### config.mk
export PLATFORM = sky130hd
export DESIGN_NAME = bcd_stopwatch_timer_flat
export DESIGN_NICKNAME = d
export VERILOG_FILES = /design/src/rtl/bcd_stopwatch_timer_pkg.sv /design/src/rtl/bcd_stopwatch_timer_if.sv /design/src/rtl/bcd_stopwatch_timer_digit.sv /design/src/rtl/bcd_stopwatch_timer.sv /design/src/flat_wrapper.sv
export SDC_FILE = /design/constraint.sdc
export NUM_CORES = 1
export LEC_CHECK = 0
export BUFFER_PORTS_ARGS = -buffer_cell sky130_fd_sc_hd__buf_2
export CAP_MARGIN = 15
export CORE_UTILIZATION = 50
export DETAILED_ROUTE_END_ITERATION = 8
export PLACE_DENSITY = 0.72
export RECOVER_POWER = 25
export SYNTH_ARGS = -nofsm -noshare
export SYNTH_HDL_FRONTEND = slang
export SYNTH_SLANG_ARGS = --single-unit
### constraint.sdc
create_clock -name clk -period 3.45 [get_ports clk]
set_clock_uncertainty 0.05 [all_clocks]
set_input_delay 0.345 -clock clk [delete_from_list [all_inputs] [get_ports clk]]
set_output_delay 0.345 -clock clk [all_outputs]
set_load 0.01 [all_outputs]
### src/rtl/bcd_stopwatch_timer_pkg.sv
`default_nettype none
// ============================================================================
//  Module      : bcd_pkg
//  Description : Shared constants, mode encodings and helpers for the BCD
//                stopwatch/timer block.
//  Revision    : 1.0  initial release
// ============================================================================
package bcd_pkg;

    localparam int         BCD_W   = 4;
    localparam logic [3:0] BCD_MAX = 4'd9;

    // Operating modes, sampled at reset only
    typedef enum logic [1:0] {
        MODE_SW     = 2'd0,   // stopwatch from zero
        MODE_SW_LD  = 2'd1,   // stopwatch from loaded value
        MODE_TMR    = 2'd2,   // timer from all-nines
        MODE_TMR_LD = 2'd3    // timer from loaded value
    } mode_e;

    // Non-BCD nibbles are forced to the largest legal digit
    function automatic logic [BCD_W-1:0] bcd_clamp(input logic [BCD_W-1:0] v);
        return (v > BCD_MAX) ? BCD_MAX : v;
    endfunction

endpackage
`default_nettype wire

### src/rtl/bcd_stopwatch_timer_if.sv
`default_nettype none
// ============================================================================
//  Module      : bcd_stopwatch_timer_if
//  Description : Control/status bundle of the BCD stopwatch/timer. The lap
//                strobe and lap_digits exist only when LAP_CAPTURE_EN is
//                defined.
//  Revision    : 1.0  initial release
// ============================================================================
interface bcd_stopwatch_timer_if #(
    parameter int NUM_DIGITS  = 4,
    parameter int LOAD_DIGITS = 2
);
    logic                      cnt;
    logic [1:0]                mode;
    logic [4*LOAD_DIGITS-1:0]  load_digits;
    logic [4*NUM_DIGITS-1:0]   digits;
    logic                      running;
    logic                      done;
`ifdef LAP_CAPTURE_EN
    logic                      lap;
    logic [4*NUM_DIGITS-1:0]   lap_digits;

    modport master (output cnt, mode, load_digits, lap,
                    input  digits, lap_digits, running, done);
    modport slave  (input  cnt, mode, load_digits, lap,
                    output digits, lap_digits, running, done);
`else
    modport master (output cnt, mode, load_digits,
                    input  digits, running, done);
    modport slave  (input  cnt, mode, load_digits,
                    output digits, running, done);
`endif
endinterface
`default_nettype wire

### src/rtl/bcd_stopwatch_timer_digit.sv
`default_nettype none
// ============================================================================
//  Module      : bcd_digit
//  Description : One BCD digit with up/down select, ripple carry/borrow in and
//                out, and a reset-time load value. o_co is the pure ripple
//                (ignores i_hold) so the chain end flags a terminal value.
//  Revision    : 1.0  initial release
// ============================================================================
module bcd_digit
    import bcd_pkg::*;
(
    input  wire               clk,
    input  wire               reset,      // synchronous, active-low
    input  wire  [BCD_W-1:0]  i_load_val,
    input  wire               i_dec,
    input  wire               i_ci,
    input  wire               i_hold,
    output logic [BCD_W-1:0]  o_q,
    output logic [BCD_W-1:0]  o_nxt,
    output logic              o_co
);

    logic [BCD_W-1:0] r_q;
    logic [BCD_W-1:0] w_step;
    logic             w_en;

    // Value this digit takes when stepped once
    always_comb begin
        w_step = r_q;
        if (i_dec) begin
            w_step = (r_q == 4'd0) ? BCD_MAX : r_q - 4'd1;
        end else begin
            w_step = (r_q >= BCD_MAX) ? 4'd0 : r_q + 4'd1;
        end
    end

    assign w_en  = i_ci & ~i_hold;
    assign o_nxt = w_en ? w_step : r_q;
    assign o_co  = i_ci & (i_dec ? (r_q == 4'd0) : (r_q == BCD_MAX));
    assign o_q   = r_q;

    // Load on reset, otherwise step when enabled
    always_ff @(posedge clk) begin
        if (!reset) begin
            r_q <= i_load_val;
        end else if (w_en) begin
            r_q <= w_step;
        end
    end

endmodule
`default_nettype wire

### src/rtl/bcd_stopwatch_timer.sv
`default_nettype none
// ============================================================================
//  Module      : bcd_stopwatch_timer
//  Description : Parametrised BCD stopwatch/timer with prescaled tick,
//                loadable upper digits, sticky done and saturation.
//                Optional lap capture register enabled by LAP_CAPTURE_EN.
//  Revision    : 1.0  initial release
// ============================================================================
module bcd_stopwatch_timer
    import bcd_pkg::*;
#(
    parameter int NUM_DIGITS  = 4,
    parameter int LOAD_DIGITS = 2,
    parameter int TICK_DIV    = 1
)(
    input wire                    clk,
    input wire                    reset,   // synchronous, active-low
    bcd_stopwatch_timer_if.slave  bus
);

    localparam int c_LO   = NUM_DIGITS - LOAD_DIGITS;
    localparam int c_PS_W = (TICK_DIV > 1) ? $clog2(TICK_DIV) : 1;
    localparam logic [c_PS_W-1:0] c_PS_MAX = c_PS_W'(TICK_DIV - 1);
    localparam logic [4*NUM_DIGITS-1:0] c_ALL_NINES = {NUM_DIGITS{BCD_MAX}};

    mode_e                   r_mode;
    logic                    r_done;
    logic [c_PS_W-1:0]       r_ps;

    mode_e                   w_mode_in;
    logic                    w_use_load;
    logic                    w_running;
    logic                    w_tick;
    logic                    w_dec;
    logic                    w_at_term;
    logic                    w_next_term;
    logic [NUM_DIGITS:0]     w_carry;
    logic [4*NUM_DIGITS-1:0] w_q;
    logic [4*NUM_DIGITS-1:0] w_nxt;

    assign w_mode_in  = mode_e'(bus.mode);
    assign w_use_load = (w_mode_in == MODE_SW_LD) || (w_mode_in == MODE_TMR_LD);
    assign w_running  = bus.cnt & ~r_done;
    assign w_tick     = w_running & (r_ps == c_PS_MAX);
    assign w_dec      = (r_mode == MODE_TMR) || (r_mode == MODE_TMR_LD);

    // A full ripple through every digit means the count is already terminal
    assign w_carry[0]  = w_tick;
    assign w_at_term   = w_carry[NUM_DIGITS];
    assign w_next_term = w_dec ? (w_nxt == '0) : (w_nxt == c_ALL_NINES);

    for (genvar i = 0; i < NUM_DIGITS; i++) begin : g_digit
        logic [BCD_W-1:0] w_ld;
        if (i >= c_LO) begin : g_loadable
            assign w_ld = w_use_load ? bcd_clamp(bus.load_digits[(i-c_LO)*BCD_W +: BCD_W])
                        : ((w_mode_in == MODE_TMR) ? BCD_MAX : 4'd0);
        end else begin : g_fixed
            assign w_ld = (w_mode_in == MODE_TMR) ? BCD_MAX : 4'd0;
        end

        bcd_digit u_digit (
            .clk        (clk),
            .reset      (reset),
            .i_load_val (w_ld),
            .i_dec      (w_dec),
            .i_ci       (w_carry[i]),
            .i_hold     (w_at_term),
            .o_q        (w_q[i*BCD_W +: BCD_W]),
            .o_nxt      (w_nxt[i*BCD_W +: BCD_W]),
            .o_co       (w_carry[i+1])
        );
    end

    // Mode latch, prescaler and sticky done flag
    always_ff @(posedge clk) begin
        if (!reset) begin
            r_mode <= w_mode_in;
            r_ps   <= '0;
            r_done <= 1'b0;
        end else begin
            if (w_running) begin
                r_ps <= (r_ps == c_PS_MAX) ? '0 : r_ps + 1'b1;
            end
            if (w_tick && (w_at_term || w_next_term)) begin
                r_done <= 1'b1;
            end
        end
    end

`ifdef LAP_CAPTURE_EN
    logic [4*NUM_DIGITS-1:0] r_lap;

    // Capture the pre-step count on a lap strobe
    always_ff @(posedge clk) begin
        if (!reset) begin
            r_lap <= '0;
        end else if (bus.lap) begin
            r_lap <= w_q;
        end
    end

    assign bus.lap_digits = r_lap;
`endif

    assign bus.digits  = w_q;
    assign bus.running = w_running;
    assign bus.done    = r_done;

endmodule
`default_nettype wire
### src/flat_wrapper.sv
// flat-port wrapper written by rule: the top's interface ports become plain ports
module bcd_stopwatch_timer_flat import bcd_pkg::*;
#(
    parameter int NUM_DIGITS  = 4,
    parameter int LOAD_DIGITS = 2,
    parameter int TICK_DIV    = 1
)
  (clk, reset, bus_cnt, bus_mode, bus_load_digits, bus_digits, bus_running, bus_done);
  bcd_stopwatch_timer_if #(.NUM_DIGITS(NUM_DIGITS), .LOAD_DIGITS(LOAD_DIGITS)) bus_i ();
  input wire clk;
  input wire reset;
  input wire logic [$bits(bus_i.cnt)-1:0] bus_cnt;
  input wire logic [$bits(bus_i.mode)-1:0] bus_mode;
  input wire logic [$bits(bus_i.load_digits)-1:0] bus_load_digits;
  output wire logic [$bits(bus_i.digits)-1:0] bus_digits;
  output wire logic [$bits(bus_i.running)-1:0] bus_running;
  output wire logic [$bits(bus_i.done)-1:0] bus_done;
  assign bus_i.cnt = bus_cnt;
  assign bus_i.mode = bus_mode;
  assign bus_i.load_digits = bus_load_digits;
  assign bus_digits = bus_i.digits;
  assign bus_running = bus_i.running;
  assign bus_done = bus_i.done;
  bcd_stopwatch_timer #(.NUM_DIGITS(NUM_DIGITS), .LOAD_DIGITS(LOAD_DIGITS), .TICK_DIV(TICK_DIV)) u_core (.clk(clk), .reset(reset), .bus(bus_i));
endmodule
# [After elaboration in Yosys (flattened, before gate mapping)]
# Cells that the tools add are included.
[op_classes] n_addsub=9 order_cmp=6 eq_ne=10 n_mux=31 bitwise=13 n_reduce_logical=9
[ops] op="two-way mux 4 bit" count=25
[ops] op="adder 4 x 1 -> 4 bit, second input constant" count=4
[ops] op="== test 16 bit, second input constant" count=1
[ops] op="== test 4 bit, second input constant" count=4
[ops] op="greater-or-equal comparator 4 bit, second input constant" count=4
[ops] op="logical NOT 16 bit" count=1
[ops] op="logical NOT 4 bit" count=4
[ops] op="subtractor 4 x 1 -> 4 bit, second input constant" count=4
[ops] op="bitwise AND 1 bit" count=10
[ops] op="== test 2 bit, second input constant" count=4
[ops] op="> comparator 4 bit, second input constant" count=2
[ops] op="two-way mux 1 bit" count=6
[ops] op="logical OR 1 bit" count=3
[ops] op="inverter 1 bit" count=3
[ops] op="== test 2 x 1 -> 1 bit, second input constant" count=1
[ops] op="adder 1 bit, second input constant" count=1
[ops] op="logical AND 1 bit" count=1
[totals] ff_bits=20 inputBits=13 output_inout_bits=18 elab_cells=85

# [Logic depth before layout (Yosys ltp)]
[depth] depth_word=14 mapped_depth=12 depth_no_buf=10

# [Modules after synthesis]
# From an unflattened synthesis, not the netlist that was laid out.
[hier_totals] cells_unflattened=297 area_unflattened_um2=2148.3
[by_module_without_submodules] module="bcd_digit" instances=4 cells_per_inst=65 area_per_inst_um2=474.2 seq_area_each_um2=80.1
[by_module_without_submodules] module="bcd_stopwatch_timer" instances=1 cells_per_inst=37 area_per_inst_um2=251.5 seq_area_each_um2=50.0

# [Worst setup path after synthesis]
# No wires, ideal clock.
[synth_timing] path_kind="register to register" startpoint="reg u_core.g_digit[2].u_digit.r_q[0]" endpoint="reg u_core.r_done (netlist: u_core.bus.done)" setup_time_ns=0.069 arrival_ns=2.600 required_time_ns=3.331 setup_slack_ns=0.731 stages_incl_launch_ff=13 path_buffers=2 synth_period_minus_slack_ns=2.719 cell_sequence="dfxtp_1 inv_1 ha_1 and4bb_1 o2bb2a_4 buf_6 or3_4 buf_6 o21ai_1 and2_0 nor4bb_1 a31oi_1 o21ai_1"
[synth_via] elab_chain_cells=11 word_cells_on_any_way=25 cone_classes="add/sub (2); order compare (1); eq/ne (2); mux (9); bitwise (7); reduce/logical (4)"
[synth_lines] element="start, declared" line="bcd_stopwatch_timer_digit.sv:23" source="logic [BCD_W-1:0] r_q;"
[synth_lines] element="start signal, assigned" line="bcd_stopwatch_timer_digit.sv:45" source="r_q <= i_load_val;"
[synth_lines] element="start signal, assigned" line="bcd_stopwatch_timer_digit.sv:47" source="r_q <= w_step;"
[synth_lines] element="== test 4 bit or logical NOT 4 bit (tied branches)" line="bcd_stopwatch_timer_digit.sv:39, bcd_stopwatch_timer_digit.sv:31"
[synth_lines] element="two-way mux 1 bit" line="bcd_stopwatch_timer_digit.sv:39" source="assign o_co = i_ci & (i_dec ? (r_q == 4'd0) : (r_q == BCD_MAX));"
[synth_lines] element="bitwise AND 1 bit (2 in series)" line="bcd_stopwatch_timer_digit.sv:39"
[synth_lines] element="inverter 1 bit" line="bcd_stopwatch_timer_digit.sv:37" source="assign w_en = i_ci & ~i_hold;"
[synth_lines] element="bitwise AND 1 bit" line="bcd_stopwatch_timer_digit.sv:37"
[synth_lines] element="two-way mux 4 bit"
[synth_lines] element="== test 16 bit or logical NOT 16 bit (tied branches)" line="bcd_stopwatch_timer.sv:50" source="assign w_next_term = w_dec ? (w_nxt == '0) : (w_nxt == c_ALL_NINES);"
[synth_lines] element="two-way mux 1 bit" line="bcd_stopwatch_timer.sv:50"
[synth_lines] element="logical OR 1 bit *" line="bcd_stopwatch_timer.sv:84" source="if (w_tick && (w_at_term || w_next_term)) begin"
[synth_lines] element="logical AND 1 bit *" line="bcd_stopwatch_timer.sv:84"
[synth_lines] element="end signal, assigned" line="bcd_stopwatch_timer.sv:79" source="r_done <= 1'b0;"
[synth_lines] element="end signal, assigned" line="bcd_stopwatch_timer.sv:85" source="r_done <= 1'b1;"
[synth_lines] element="end, declared" line="bcd_stopwatch_timer.sv:27" source="logic r_done;"
# Mark *: on every way between the ends. The rest lies on a longest branch, timed or not.
# A chain may end at the register's enable or synchronous reset.

# [Worst setup path in the final report]
# Same ends and word-level chain as after synthesis.

==> impl_metrics.tcl <==
set metrics [dict create \
    die_area_mm2 0.00406 \
    relSlewSlack_pct 41.3 \
    drcViolationCount 0 \
    postCtsSetupBuffers 0 \
    synth_top_area_cell "dfxtp_1" \
    period_share_pct 81.6 \
    antenna_found_initial 0 \
    place_congestion 0.884 \
    yosysUniqueCellTypes 65 \
    final.fill_count 361 \
    finish.utilization_pct 57.6 \
    grt_pass1_wl_um 7950 \
    finalWirelength_um 4690 \
    report.final.setup_viol 0 \
    crit_type "flip-flop to flip-flop" \
    clkTransAtPathRegs_ns 0.07 \
    hp-class "input pin to flip-flop" \
    slew_violations 0 \
    num_io_pins 31 \
    synth_top_area_share_pct 17.9 \
    die_x_um 63.7 \
    coreArea_mm2 0.00366 \
    grtUsageTotal_pct 24.3 \
    critPathRequiredTime_ns 3.59 \
    cp-start-kind "flip-flop" \
    setup_tns_ns 0 \
    maxCapViolations 0 \
    min_period_ns 2.82 \
    place_hpwl_um 3530 \
    finalNetCount 305 \
    seqCellArea_um2 370 \
    dp_cells 323 \
    peakVddDrop_mv 0.210 \
    clock_latency_ns 0.26 \
    cts_resized 0 \
    start_util_pct 52.1 \
    grt_overflow_total 0 \
    syn_nets 280 \
    power_density_mw_per_mm2 339 \
    drt_iter0_drc 202 \
    htree_levels 1 \
    clock_sinks 18 \
    yosys-top-cells-area "dfxtp_1 18%, o21ai_0 8.1%, ha_1 7.9%" \
    routed_via_density 5.97 \
    final_cells 327 \
    drt-pass1-iter-count 4 \
    clock_path_buffers 2 \
    hold_ws_ns 0.286 \
    ys_ff_latch 18 \
    drive_gt1_share_pct 17.2 \
    synth-seq-area-share_pct 19.4 \
    syn_inst 255 \
    power_leakage_nw 0.847 \
    cts_root_buf "clkbuf_8" \
    timing.fmax_mhz 355 \
    syn_area_mm2 0.00191 \
    grt_pass1_vias 1735 \
    multiInputGateArea_mm2 0.00139 \
    grt_max_degree 24 \
    tightest_slew_ns 0.880 \
    antenna_left 0 \
    cts_buffers 3 \
    die_h_um 63.7 \
    syn_to_final_growth_pct 10.6 \
    rsz0062_at_grt "no" \
    synth_edf_count 1 \
    ys_warn_count 0 \
    io_buffers 30 \
    status "complete, no violations" \
    finalHoldViolCount 0 \
    worstPathMaxFanout 11 \
    cts_hold_buf 0 \
    tritoncts "built" \
    synth_most_common_cell "o21ai_0" \
    synth.avg_cell_area_um2 7.47 \
    n_antenna_cell 0 \
    wl_per_cell_um 14.4 \
    synth_ff_type "dfxtp_1" \
    yosys-top-cells-count "31 x o21ai_0, 20 x inv_1, 20 x nand2_1, 20 x nor2_1, 18 x a21oi_1" \
    async_reset_ff_share_pct 0 \
    vias 1953 \
    core.rowCount 22 \
    crit_arrival_ns 2.96 \
    critPathCaptureType "flip-flop" \
]
-- where the power goes --
part / switching [mW] / internal (mW)
logic: 0.167 / 0.124
clock network: 0.0706 / 0.0821
registers: 0.0420 / 0.229
total: 0.280 / 0.435
-- per-stage QoR --
step / instance area [µm²] / power, mW / setup WS [ns]
after detailed placement: 2070 / 0.563 / 0.667
after floorplan: 1910 / 0.487 / 0.731
after global placement: 2070 / 0.562 / 0.761
after global routing: 2110 / 0.767 / 0.410
after CTS: 2120 / 0.716 / 0.648
final: 2110 / 0.715 / 0.633
-- logic make-up (layout without fill, tap and decap cells) --
group,after synthesis,after routing,share of synthesized area [%]
xor gates and xnor gates,1,1,0.460
buffers and inverters,34,58,7.75
and+or+nand+nor,82,82,25.3
muxes,4,4,2.89
DFF,18,18,19.4
adders and majority gates,12,12,7.88
AOI/OAI and AO/OA,104,104,36.2
-- sequential cells by signal, summed over array words and instances (netlist names) --
name	count
u_core.g_digit.u_digit.o_q	16
u_core.bus.done	1
u_core.r_mode	1
-- path summary, 6_finish.rpt --
path | start | endpoint | slack [ns] | cells after the start
setup / recovery | u_core.g_digit[2].u_digit.o_q[0] | u_core.bus.done | 0.63 | 10
hold / removal | bus_mode[1] | u_core.r_mode[1] | 0.29 | 1
setup reg to reg | u_core.g_digit[2].u_digit.o_q[0] | u_core.bus.done | 0.63 | 10
hold reg to reg | u_core.bus.done | u_core.bus.done | 0.52 | 2
-- per-layer routing --
metal	track usage, %	wire length (µm)
met5	0	0
met4	5.97	46
met3	1.61	160
met2	41.0	2140
met1	33.4	2350
-- final cells by class --
cell class | count | share of cell area [%]
multi-input cells | 203 | 65.9
flip-flops and latches | 18 | 17.6
clock buffers | 4 | 2.14
well taps | 48 | 2.85
inverters | 20 | 3.56
repair buffers | 34 | 8.02
-- cell usage in the layout, fill, tap and decap left out, drive strengths merged, types with 5 or more instances in the layout --
| master | n |
|---|---|
| clkbuf | 13 |
| ha | 12 |
| buf | 25 |
| inv | 20 |
| nand2 | 21 |
| o21ai | 35 |
| o31ai | 5 |
| nand3 | 5 |
| a21oi | 18 |
| o22ai | 5 |
| and4bb | 6 |
| nor2 | 20 |
| dfxtp | 17 |
| nor3 | 5 |
-- critical path: stages, from the launching register on --
cell and delay [ns]:
dfxtp_1 0.51, inv_1 0.15, ha_1 0.30, and4bb_1 0.26, o2bb2a_4 0.23, or3_4 0.43, o21ai_1 0.26, and2_0 0.16
nor4bb_1 0.19, a31oi_1 0.07, o21ai_1 0.14
Note: power is estimated with default switching activity, not from simulation.
